==> config.mk <==
export PLATFORM = sky130hd
export DESIGN_NAME = countdown_sequencer
export DESIGN_NICKNAME = d
export VERILOG_FILES = /design/src/rtl/game_pkg.sv /design/src/rtl/countdown_sequencer_tick_timer.sv /design/src/rtl/countdown_sequencer.sv
export SDC_FILE = /design/constraint.sdc
export NUM_CORES = 1
export LEC_CHECK = 0
export CAP_MARGIN = 20
export CORE_MARGIN = 1.5
export CORE_UTILIZATION = 61
export DETAILED_ROUTE_END_ITERATION = 6
export HOLD_SLACK_MARGIN = 0.08
export PLACE_DENSITY_LB_ADDON = 0.12
export SETUP_SLACK_MARGIN = 0.2
export SYNTH_ARGS = -nofsm -noshare
export SYNTH_HDL_FRONTEND = slang
export SYNTH_HIERARCHICAL = 1
export SYNTH_SLANG_ARGS = --single-unit
export TNS_END_PERCENT = 100
==> constraint.sdc <==
create_clock -name clk -period 3.6 [get_ports clk]
set_clock_uncertainty 0.15 [all_clocks]
set_input_delay 0.54 -clock clk [delete_from_list [all_inputs] [get_ports clk]]
set_output_delay 0.54 -clock clk [all_outputs]
set_load 0.05 [all_outputs]
==> src/rtl/game_pkg.sv <==
// Game-state bus encodings and digit code width shared by the countdown, sprite
// and pause/resume blocks.
package game_pkg;

   typedef enum logic [2:0] {
      IDLE      = 3'd0,
      SETTING   = 3'd1,
      SYNCING   = 3'd2,
      COUNTDOWN = 3'd3,
      RACING    = 3'd4,
      PAUSE     = 3'd5,
      FINISH    = 3'd6
   } game_state_e;

   localparam int NUM_W = 2;

endpackage

==> src/rtl/countdown_sequencer_tick_timer.sv <==
// Interval counter with synchronous clear and a programmable terminal value;
// term is high on the enabled cycle where the count equals tc, and the count wraps to 0.
module tick_timer #(
   parameter int W = 4
) (
   input  logic         clk,
   input  logic         rst,
   input  logic         clr,
   input  logic         en,
   input  logic [W-1:0] tc,
   output logic         term
);

   logic [W-1:0] cnt_q, cnt_d;

   always_comb begin
      term  = en && (cnt_q == tc);
      cnt_d = cnt_q;
      if (clr) begin
         cnt_d = '0;
      end else if (en) begin
         cnt_d = term ? '0 : cnt_q + W'(1);
      end
   end

   always_ff @(posedge clk or posedge rst) begin
      if (rst) begin
         cnt_q <= '0;
      end else begin
         cnt_q <= cnt_d;
      end
   end

endmodule

==> src/rtl/countdown_sequencer.sv <==
// Pre-race countdown: shows START_NUM..1 for TICKS_PER_SEC cycles each, beeps per digit, pulses done.
// Define COUNTDOWN_GO_EN to insert a GO phase of GO_TICKS cycles between digit 1 and done.
module countdown_sequencer
   import game_pkg::*;
#(
   parameter int TICKS_PER_SEC = 100_000_000,
   parameter int START_NUM     = 3,
   parameter int GO_TICKS      = 50_000_000
) (
   input  logic             clk,
   input  logic             rst,
   input  logic [2:0]       state,
   output logic [NUM_W-1:0] num,
   output logic             countdown_done,
   output logic             beep,
   output logic             go_active
);

   localparam int MAX_TICKS = (TICKS_PER_SEC > GO_TICKS) ? TICKS_PER_SEC : GO_TICKS;
   localparam int CW        = (MAX_TICKS > 1) ? $clog2(MAX_TICKS) : 1;
   localparam logic [CW-1:0]    SEC_TC    = CW'(TICKS_PER_SEC - 1);
   localparam logic [NUM_W-1:0] START_VAL = NUM_W'(START_NUM);

   typedef enum logic [1:0] {
      S_WAIT  = 2'd0,
      S_COUNT = 2'd1,
      S_HOLD  = 2'd2
`ifdef COUNTDOWN_GO_EN
      , S_GO  = 2'd3
`endif
   } seq_e;

   seq_e             seq_q, seq_d;
   logic [NUM_W-1:0] num_q, num_d;
   logic             beep_q, beep_d;
   logic             done_q, done_d;
   logic [2:0]       prev_state_q, prev_state_d;

   logic            in_cd;
   logic            tmr_clr, tmr_en, tmr_term;
   logic [CW-1:0]   tmr_tc;

`ifdef COUNTDOWN_GO_EN
   localparam logic [CW-1:0] GO_TC = CW'(GO_TICKS - 1);
   logic go_q, go_d;
   assign go_active = go_q;
`else
   assign go_active = 1'b0;
`endif

   tick_timer #(.W(CW)) u_tick_timer (
      .clk  (clk),
      .rst  (rst),
      .clr  (tmr_clr),
      .en   (tmr_en),
      .tc   (tmr_tc),
      .term (tmr_term)
   );

   always_comb begin
      seq_d        = seq_q;
      num_d        = num_q;
      beep_d       = 1'b0;
      done_d       = 1'b0;
      prev_state_d = state;
      tmr_clr      = 1'b0;
      tmr_en       = 1'b0;
      tmr_tc       = SEC_TC;
`ifdef COUNTDOWN_GO_EN
      go_d         = go_q;
`endif
      in_cd        = (state == COUNTDOWN);

      case (seq_q)
         S_WAIT: begin
            num_d = '0;
            // Edge-triggered entry so a lingering COUNTDOWN never retriggers.
            if (in_cd && (prev_state_q != COUNTDOWN)) begin
               num_d   = START_VAL;
               beep_d  = 1'b1;
               tmr_clr = 1'b1;
               seq_d   = S_COUNT;
            end
         end
         S_COUNT: begin
            // Leaving COUNTDOWN (PAUSE included) aborts, even on the final tick.
            if (!in_cd) begin
               num_d   = '0;
               tmr_clr = 1'b1;
               seq_d   = S_WAIT;
            end else begin
               tmr_en = 1'b1;
               if (tmr_term) begin
                  if (num_q > NUM_W'(1)) begin
                     num_d  = num_q - NUM_W'(1);
                     beep_d = 1'b1;
                  end else begin
                     num_d = '0;
`ifdef COUNTDOWN_GO_EN
                     go_d   = 1'b1;
                     beep_d = 1'b1;
                     seq_d  = S_GO;
`else
                     done_d = 1'b1;
                     seq_d  = S_HOLD;
`endif
                  end
               end
            end
         end
`ifdef COUNTDOWN_GO_EN
         S_GO: begin
            num_d = '0;
            if (!in_cd) begin
               go_d    = 1'b0;
               tmr_clr = 1'b1;
               seq_d   = S_WAIT;
            end else begin
               tmr_en = 1'b1;
               tmr_tc = GO_TC;
               if (tmr_term) begin
                  go_d   = 1'b0;
                  done_d = 1'b1;
                  seq_d  = S_HOLD;
               end
            end
         end
`endif
         S_HOLD: begin
            num_d = '0;
            if (!in_cd) begin
               seq_d = S_WAIT;
            end
         end
         default: begin
            num_d = '0;
            seq_d = S_WAIT;
         end
      endcase
   end

   always_ff @(posedge clk or posedge rst) begin
      if (rst) begin
         seq_q        <= S_WAIT;
         num_q        <= '0;
         beep_q       <= 1'b0;
         done_q       <= 1'b0;
         prev_state_q <= IDLE;
`ifdef COUNTDOWN_GO_EN
         go_q         <= 1'b0;
`endif
      end else begin
         seq_q        <= seq_d;
         num_q        <= num_d;
         beep_q       <= beep_d;
         done_q       <= done_d;
         prev_state_q <= prev_state_d;
`ifdef COUNTDOWN_GO_EN
         go_q         <= go_d;
`endif
      end
   end

   assign num            = num_q;
   assign beep           = beep_q;
   assign countdown_done = done_q;

endmodule

Word level (Yosys, flattened, before mapping). Index checks and enable logic that the tools add are counted. Widths: inputs -> output; s select.

Input bits: 5. Bits in latches: 0. Bits in read-only memories: 0. Memory bits (writable): 0. Output and inout bits: 5. Memories kept: 0. Register bits: 36.

Shift-type cells: 0. Equal/unequal tests: 9. $add $sub $neg: 2. Order comparisons: 1. Reductions and logical operators: 5. Divide/modulo/power cells: 0. Mux-type cells: 27. Multipliers: 0. Bitwise operators: 0.

Operators with widths (number): $mux 27 (3); $add 27x1->27 const B (1); $eq 27x27->1 const B (1); $mux 2 (9); $mux 1 (11); $ne 3x3->1 const B (2); $pmux 2 s3 (1); $ne 2x2->1 const B (2); $pmux 1 s2 (2); $pmux 2 s2 (1); $reduce_and 4->1 (1); $eq 3x2->1 const B (1); $ne 3x2->1 const B (1); $eq 2x1->1 const B (1); $eq 2x2->1 const B (1); $gt 2x1->1 const B (1); $logic_and 1x1->1 (2); $logic_not 2->1 (1); $reduce_bool 2->1 (1); $sub 2x1->2 const B (1).

Logic depth before layout (Yosys ltp). Gate-level depths: netlist (run 1).

Word-level depth: 7. Mapped depth: 10. Depth with buffers taken out: 9.

Cells and area by module. The synthesis (run 1) kept the hierarchy.

By module, submodules not included: tick_timer (sequential area each 675.6 um^2, area an instance 2013.2 um^2, cells each 239, times used 1); countdown_sequencer (sequential area each 225.2 um^2, area an instance 405.4 um^2, cells each 38, times used 1).

Least setup slack after synthesis (run 1). Ideal clock, no wire load.

Path kind: input-to-reg. Start: in state[2]. End: reg u_tick_timer.cnt_q[26]. Setup time: 129 ps. Data required time: 3321 ps. Setup slack: 729 ps. Arrival: 2592 ps. Stages: 10. Path buffers: 1. Cell sequence: nand3b_4 nand2b_1 inv_1 buf_4 clkinv_1 a2111o_1 a2111oi_0 nand4_1 a32oi_1 o31ai_1.

Word-level cells in the longest chain between the ends: 7. Elaborated cells between the ends (all ways): 12.

Ends and longest elaborated chain: start: declaration (RTL line countdown_sequencer.sv:12) `input logic [2:0] state,`; $eq 3x2->1 (*) (RTL line countdown_sequencer.sv:72) `in_cd = (state == COUNTDOWN);`; $mux 1 (RTL line countdown_sequencer.sv:87) `if (!in_cd) begin`; $mux 1 (RTL line countdown_sequencer.sv:74) `case (seq_q)`; $logic_and 1x1->1 (RTL line countdown_sequencer_tick_timer.sv:17) `term = en && (cnt_q == tc);`; $mux 27 (RTL line countdown_sequencer_tick_timer.sv:22) `cnt_d = term ? '0 : cnt_q + W'(1);`; $mux 27 (RTL line countdown_sequencer_tick_timer.sv:21) `end else if (en) begin`; $mux 27 (RTL line countdown_sequencer_tick_timer.sv:19) `if (clr) begin`; end signal: assignment (RTL line countdown_sequencer_tick_timer.sv:30) `cnt_q <= cnt_d;`; end: declaration (RTL line countdown_sequencer_tick_timer.sv:14) `logic [W-1:0] cnt_q, cnt_d;`.

Mark *: on every way between the ends. The rest lies on a longest branch, timed or not. The select of a mux whose other input is x is not followed. A chain may end at the register's enable or synchronous reset.

Worst setup path after layout (run 1).
Start: in state[0]. End: reg u_tick_timer.cnt_q[26].

The elaborated chain is that of the path after synthesis.

==> out/metrics.cfg, run 1 <==
[synth]
synth_edf_count = 0
netlist.area_leader.share_pct = 37.2
synth.distinct_cells = 53
yosys-top-cells-area = dfrtp_1, xnor2_1, nand2_1
synth-async-reset-ratio_pct = 100
ys_seq_area_share_pct = 37.2
synth_warnings = 6
avgSynthCellArea_um2 = 8.73
syn_inst = 277
ys_ff_latch = 36
synth_area_leader_cell = dfrtp_1
synth_ff_type = dfrtp_1
synth_area_mm2 = 0.00242

[clock_tree]
htreeDepth = 2
path_clk_slew_ps = 70
numCtsBuffers = 5
postCtsHoldBufs = 0
post_cts_resized = 0
worstSkewPairLatency_ps = 290
cts.path.max_buffers = 2
cts_tree = yes
clk_root_buffer_cell = clkbuf_8
clkSinkCount = 36
post-cts-setup-buffers = 0

[routing]
drtIter0Drc = 151
vias = 2114
wire_per_inst_um = 15.0
drt-total-wl_um = 5480
drt-pass1-iter-count = 4
vias_per_cell = 5.79
drc = 0
drtAntennaViolNets = 0

[critical_path]
crit_required_ps = 3620
criticalPathCategory = input port to flop
slowest_stage = a2111oi_0
worstPathMaxFanout = 8
critPathCaptureType = flop
startpoint_type = input port
path_buf_inv = 3
cp_cell_sequence = clkdlybuf4s50_1, nand3b_4, nand2b_1, inv_1, clkinv_1, a2111o_1, a2111oi_0, nand4_1, a32oi_1, o31ai_1
path_delay_family = compound AO/OA/AOI/OAI gates
critPathMaxStageDelay_ps = 530
critPathArrivalTime_ps = 3040

[layout]
instances_no_fill = 365
syn2layout_area_growth_pct = 13.3
fin_util_pct = 73.2
nets = 323
drive_above_1_share_pct = 8.20
antennaDiodeCount = 0

[sta]
drv_slew = 0
rsz0062_at_grt = false
period_share_pct = 83.9
whs_ps = 381
setup_viol = 0
hold_viol = 0
timing.fmax_ghz = 0.331
period_minus_slack_ps = 3020
worst_slack_ps = 578
relSlewSlack_pct = 62.7
tightestPinTransition_ps = 545
tns_ps = 0

[grt]
grt_pass1_wl_um = 9040
grt_overflow = 0
grt_usage_pct = 27.7
grt_pass1_vias = 1866
grt_max_degree = 28
antenna_found_initial = 0

[power]
power_switching_mw = 0.242
seqPwrFrac_pct = 50.5
switching_share_pct = 27.4
vdd_drop_max_v = 0.000212
p_per_area_mw_per_mm2 = 322
leakage_nw = 1.09
clockPowerShare_pct = 35.2
internal-power_mw = 0.640
p_comb_share_pct = 14.3

[placement]
gp_congestion = 0.854
dpl.hpwl_um = 3900
port_buffers = 8
dp_slack_ps = 303
place_inst = 358

[flow_run]
cap_violations = 0

[die]
start_util_pct = 64.6
io_pins = 10
fp.dieH_um = 66.0
coreArea_mm2 = 0.00374
rows = 22
die_w_um = 66.0
die_area_mm2 = 0.00435

[hold_path]
hp-class = input port to async pin

[outcome]
status = finished, final reports clean

==> cells in the final DEF (no fill, tap or decap), drive strengths merged, types with 8 or more instances in the layout <==
| cell type | n |
|---|---|
| nand2 | 37 |
| dfrtp | 36 |
| conb | 35 |
| nand3 | 26 |
| xnor2 | 22 |
| nand4 | 15 |
| a21oi | 13 |
| inv | 13 |
| o311ai | 10 |
| nor2 | 8 |
| clkdlybuf4s50 | 8 |
==> power by group through the flow <==
stage                     Combinational (mW)  Sequential, mW  Clock, mW
after floorplan                       0.0976           0.447          0
after global placement                 0.122           0.452          0
after detailed placement               0.125           0.452          0
after CTS                              0.125           0.445      0.315
after global routing                   0.139           0.449      0.333
final                                  0.126           0.445      0.311
==> stage by stage <==
step                cell area, um^2  power [mW]
floorplan                      2540       0.545
global placement               2650       0.575
detailed placement             2650       0.577
CTS                            2740       0.885
global route                   2740       0.920
finish                         2740       0.882
==> final cells by class <==
cell class	count	area [um^2]
multi-input cells	245	1500
fillers	309	1000
flip-flops and latches	36	901
repair buffers	15	133
clock buffers	7	96.3
well taps	48	60.1
inverters	14	52.6
==> logic make-up (layout without fill, tap and decap cells) <==
logic type / Yosys count / after routing / synth area share (%)
xor gates and xnor gates: 28 / 28 / 10.1
adders and majority gates: 1 / 1 / 0.517
DFF: 36 / 36 / 37.2
buffers and inverters: 29 / 36 / 5.90
AOI/OAI and AO/OA: 55 / 55 / 16.7
muxes: 2 / 2 / 0.828
other: 2 / 35 / 0.311
and+or+nand+nor: 124 / 124 / 28.4
==> worst register-to-register path: stages (launching register included) <==
cell and delay (ps):
dfrtp_1 410, nor2b_4 180, nand2b_1 120, inv_1 90, clkinv_1 70, a2111o_1 380
a2111oi_0 530, nand4_1 240, a32oi_1 240, o31ai_1 90
==> cells in the mapped netlist (2+ instances only) <==
library cell / instances
dfrtp_1: 36
nand2_1: 36
nand3_1: 26
xnor2_1: 22
nand4_1: 15
a21oi_1: 13
inv_1: 13
o311ai_1: 10
clkbuf_1: 9
nor2_1: 8
and2_1: 6
xor2_1: 6
nand2b_1: 5
o31ai_1: 5
and3_1: 4
o21ai_0: 4
o22ai_1: 4
and4_1: 3
buf_4: 3
buf_6: 3
nor2b_1: 3
nor4_1: 3
or2_2: 3
or4_1: 3
a31oi_1: 2
conb_1: 2
mux2i_1: 2
o211ai_1: 2
o21ai_1: 2
==> worst paths after layout <==
check | endpoint | from | slack [ps] | cells past startpoint
worst min register to register | u_tick_timer/cnt_q[26] | u_tick_timer/cnt_q[26] | 380 | 1
max in group asynchronous | u_tick_timer/cnt_q[16] | rst | 2530 | 3
worst min-delay path | seq_q[0] | rst | 380 | 2
min in group clk | u_tick_timer/cnt_q[26] | u_tick_timer/cnt_q[26] | 380 | 1
worst max register to register | u_tick_timer/cnt_q[26] | seq_q[1] | 980 | 9
worst max-delay path | u_tick_timer/cnt_q[26] | state[0] | 580 | 10
==> per-layer routing <==
layer / share of wire (%) / global-route usage (%) / vias to the layer above
met1: 48 / 39.7 / 997
met5: 0 / 0 / -
met3: 4.5 / 4.43 / 9
met4: 1.6 / 9.69 / 0
li1: - / - / 1045
met2: 46 / 42.4 / 63
==> sequential cells by signal, summed over array words and instances (netlist names) <==
signal / flops
beep: 1
num: 2
u_tick_timer/cnt_q: 27
seq_q: 2
prev_state_q: 3
countdown_done: 1
(Power assumes the default switching activity.)
==> run 2: changes to the inputs <==
==> constraint.sdc (replaced) <==
create_clock -name clk -period 3.1 [get_ports clk]
set_clock_uncertainty 0.15 [all_clocks]
set_input_delay 0.465 -clock clk [delete_from_list [all_inputs] [get_ports clk]]
set_output_delay 0.465 -clock clk [all_outputs]
set_load 0.05 [all_outputs]
==> run 2 against run 1 <==
  * Highest routed layer unchanged
  * Clock power rose by 4%
  * Critical endpoint is now u_tick_timer/cnt_q[4]
  * Total power up 12%
  * Core utilization up 0.33 points
  * Cell count increased by 0.55%
  * Count of clock-buffer cells in the layout shrank 1
  * First-iteration DRC count rose by 17%
  * Wire length grew 5.3%
==> out/metrics.cfg, run 2 (synthesized netlist as in run 1, its figures left out) <==
[sta]
tightestPinTransition_ps = 524  ; -21.3 ps
drv_slew = 0  ; unchanged
setup_viol = 0  ; unchanged
relSlewSlack_pct = 64.6  ; +1.9 points
hold_viol = 0  ; unchanged
rsz0062_at_grt = false
period_share_pct = 88.5
timing.fmax_ghz = 0.364
tns_ps = 0  ; unchanged
period_minus_slack_ps = 2740

[layout]
mostFrequentLayoutCells = nand2_1, dfrtp_1, conb_1, nand3_1, xnor2_1
reg.largest.list = u_tick_timer/cnt_q (27), prev_state_q (3)
antennaDiodeCount = 0  ; unchanged
syn2layout_area_growth_pct = 13.9
largest_reg_flops = 27  ; unchanged
fin_util_pct = 73.6  ; +0.33 points
nets = 325  ; +0.62%
seq_area_um2 = 901  ; unchanged
nFillCells = 318  ; +2.9%
drive_above_1_share_pct = 9.09  ; +0.89 points
multi_input_area_mm2 = 0.00151  ; +0.92%
largest_register = u_tick_timer/cnt_q

[critical_path]
slowest_stage = clkdlybuf4s50_1
path_delay_family = simple AND/OR/NAND/NOR gates
path_buf_inv = 3  ; unchanged
criticalPathCategory = input port to flop
cp_cell_sequence = clkdlybuf4s50_1, nand3b_4, nand2b_4, inv_1, buf_4, nand4_1, or4_1, o21a_4, nand2_4, o311ai_1
crit_required_ps = 3100  ; -520 ps
critPathArrivalTime_ps = 2750  ; -290 ps
r2r-start = u_tick_timer/cnt_q[10]
worstPathMaxFanout = 24  ; +16
critPathMaxStageDelay_ps = 520  ; about the same
worstSetupStartpoint = state[1]
critPathCaptureType = flop
startpoint_type = input port

[clock_tree]
clkSinkCount = 36  ; unchanged
worstSkewPairLatency_ps = 290  ; about the same
clk_root_buffer_cell = clkbuf_8
cts_tree = yes
post-cts-setup-buffers = 0  ; unchanged
htreeDepth = 2  ; unchanged
cts.path.max_buffers = 2  ; unchanged
numCtsBuffers = 5  ; unchanged
path_clk_slew_ps = 70  ; about the same

[die]
coreArea_mm2 = 0.00374  ; unchanged
rows = 22  ; unchanged
die_area_mm2 = 0.00435  ; unchanged
die_w_um = 66.0  ; unchanged
start_util_pct = 64.6  ; unchanged
io_pins = 10  ; unchanged
fp.dieH_um = 66.0  ; unchanged

[outcome]
status = finished, final reports clean

[hold_path]
hp-class = input port to flop
hold_start = state[0]

[grt]
antenna_found_initial = 0  ; unchanged
grt_pass1_vias = 2097  ; +12%
grt_usage_pct = 30.5  ; +2.8 points
grt_overflow = 0  ; unchanged
grt_max_degree = 28  ; unchanged
grt_pass1_wl_um = 9910  ; +9.6%

[placement]
dpl.hpwl_um = 4170  ; +6.8%
gp_congestion = 0.874  ; +2.3%
port_buffers = 8  ; unchanged

[routing]
vias = 2157  ; +2.0%
drc = 0  ; unchanged
wire_per_inst_um = 15.7  ; +4.8%
drtAntennaViolNets = 0  ; unchanged
drt-total-wl_um = 5780  ; +5.3%
vias_per_cell = 5.88  ; +1.5%
drt-pass1-iter-count = 5  ; +1
drtIter0Drc = 177  ; +17%

[power]
vdd_drop_max_v = 0.000276  ; +30%
clockPowerShare_pct = 32.6  ; -2.6 points
internal-power_mw = 0.699  ; +9.2%
leakage_nw = 1.11  ; +1.7%
power_switching_mw = 0.290  ; +20%
p_comb_share_pct = 15.0  ; +0.7 points
seqPwrFrac_pct = 52.4  ; +1.9 points
switching_share_pct = 29.3  ; +1.9 points
p_per_area_mw_per_mm2 = 359  ; +12%

[flow_run]
cap_violations = 0  ; unchanged

==> run 2: stage by stage <==
stage / hold WS (ps) / cells / instance area, um^2 / worst slack (ps) / power (mW)
final: 243 / 367 / 2750 / 356 / 0.990
after global routing: 230 / 367 / 2750 / 271 / 1.03
after CTS: 307 / 367 / 2740 / 225 / 0.987
after detailed placement: 370 / 360 / 2660 / -30.3 / 0.673
after global placement: 365 / 360 / 2660 / 58.4 / 0.668
after floorplan: 143 / 310 / 2540 / 304 / 0.633
==> run 2: timing repair <==
item                       CTS  global route
gates resized for setup      0             4
hold buffers                 0             0
setup endpoints to repair    0             3
==> run 2: area by class of cell <==
class | count | share of cell area, %
inverters | 14 | 1.91
flip-flops and latches | 36 | 32.7
multi-input cells | 245 | 54.9
well taps | 48 | 2.18
repair buffers | 17 | 5.45
clock inverters | 1 | 0.182
clock buffers | 6 | 2.64
==> run 2: worst paths after layout <==
path,slack [ps],cells past startpoint,endpoint
worst max-delay path,360,10,u_tick_timer/cnt_q[4]
worst min-delay path,240,1,prev_state_q[0]
worst max register to register,510,6,u_tick_timer/cnt_q[4]
worst min register to register,380,1,u_tick_timer/cnt_q[26]
max in group asynchronous,2120,3,u_tick_timer/cnt_q[2]
min in group asynchronous,290,2,seq_q[1]
==> run 2: routing by layer <==
metal / GRT usage, % / part of all wire, % / up-vias / wire length, um
met1: 39.7 / 47 / 1049 / 2690
met4: 10.7 / 1.3 / 0 / 77
met5: 0 / 0 / - / 0
met3: 6.47 / 4.5 / 8 / 257
met2: 50.3 / 48 / 49 / 2750
li1: - / - / 1051 / -
==> run 2: power groups by stage <==
stage               clock [mW]  sequential, mW  combinational, mW
floorplan                    0           0.519              0.113
global placement             0           0.525              0.143
detailed placement           0           0.527              0.146
CTS                      0.322           0.518              0.147
global route             0.342           0.521              0.165
finish                   0.322           0.519              0.149
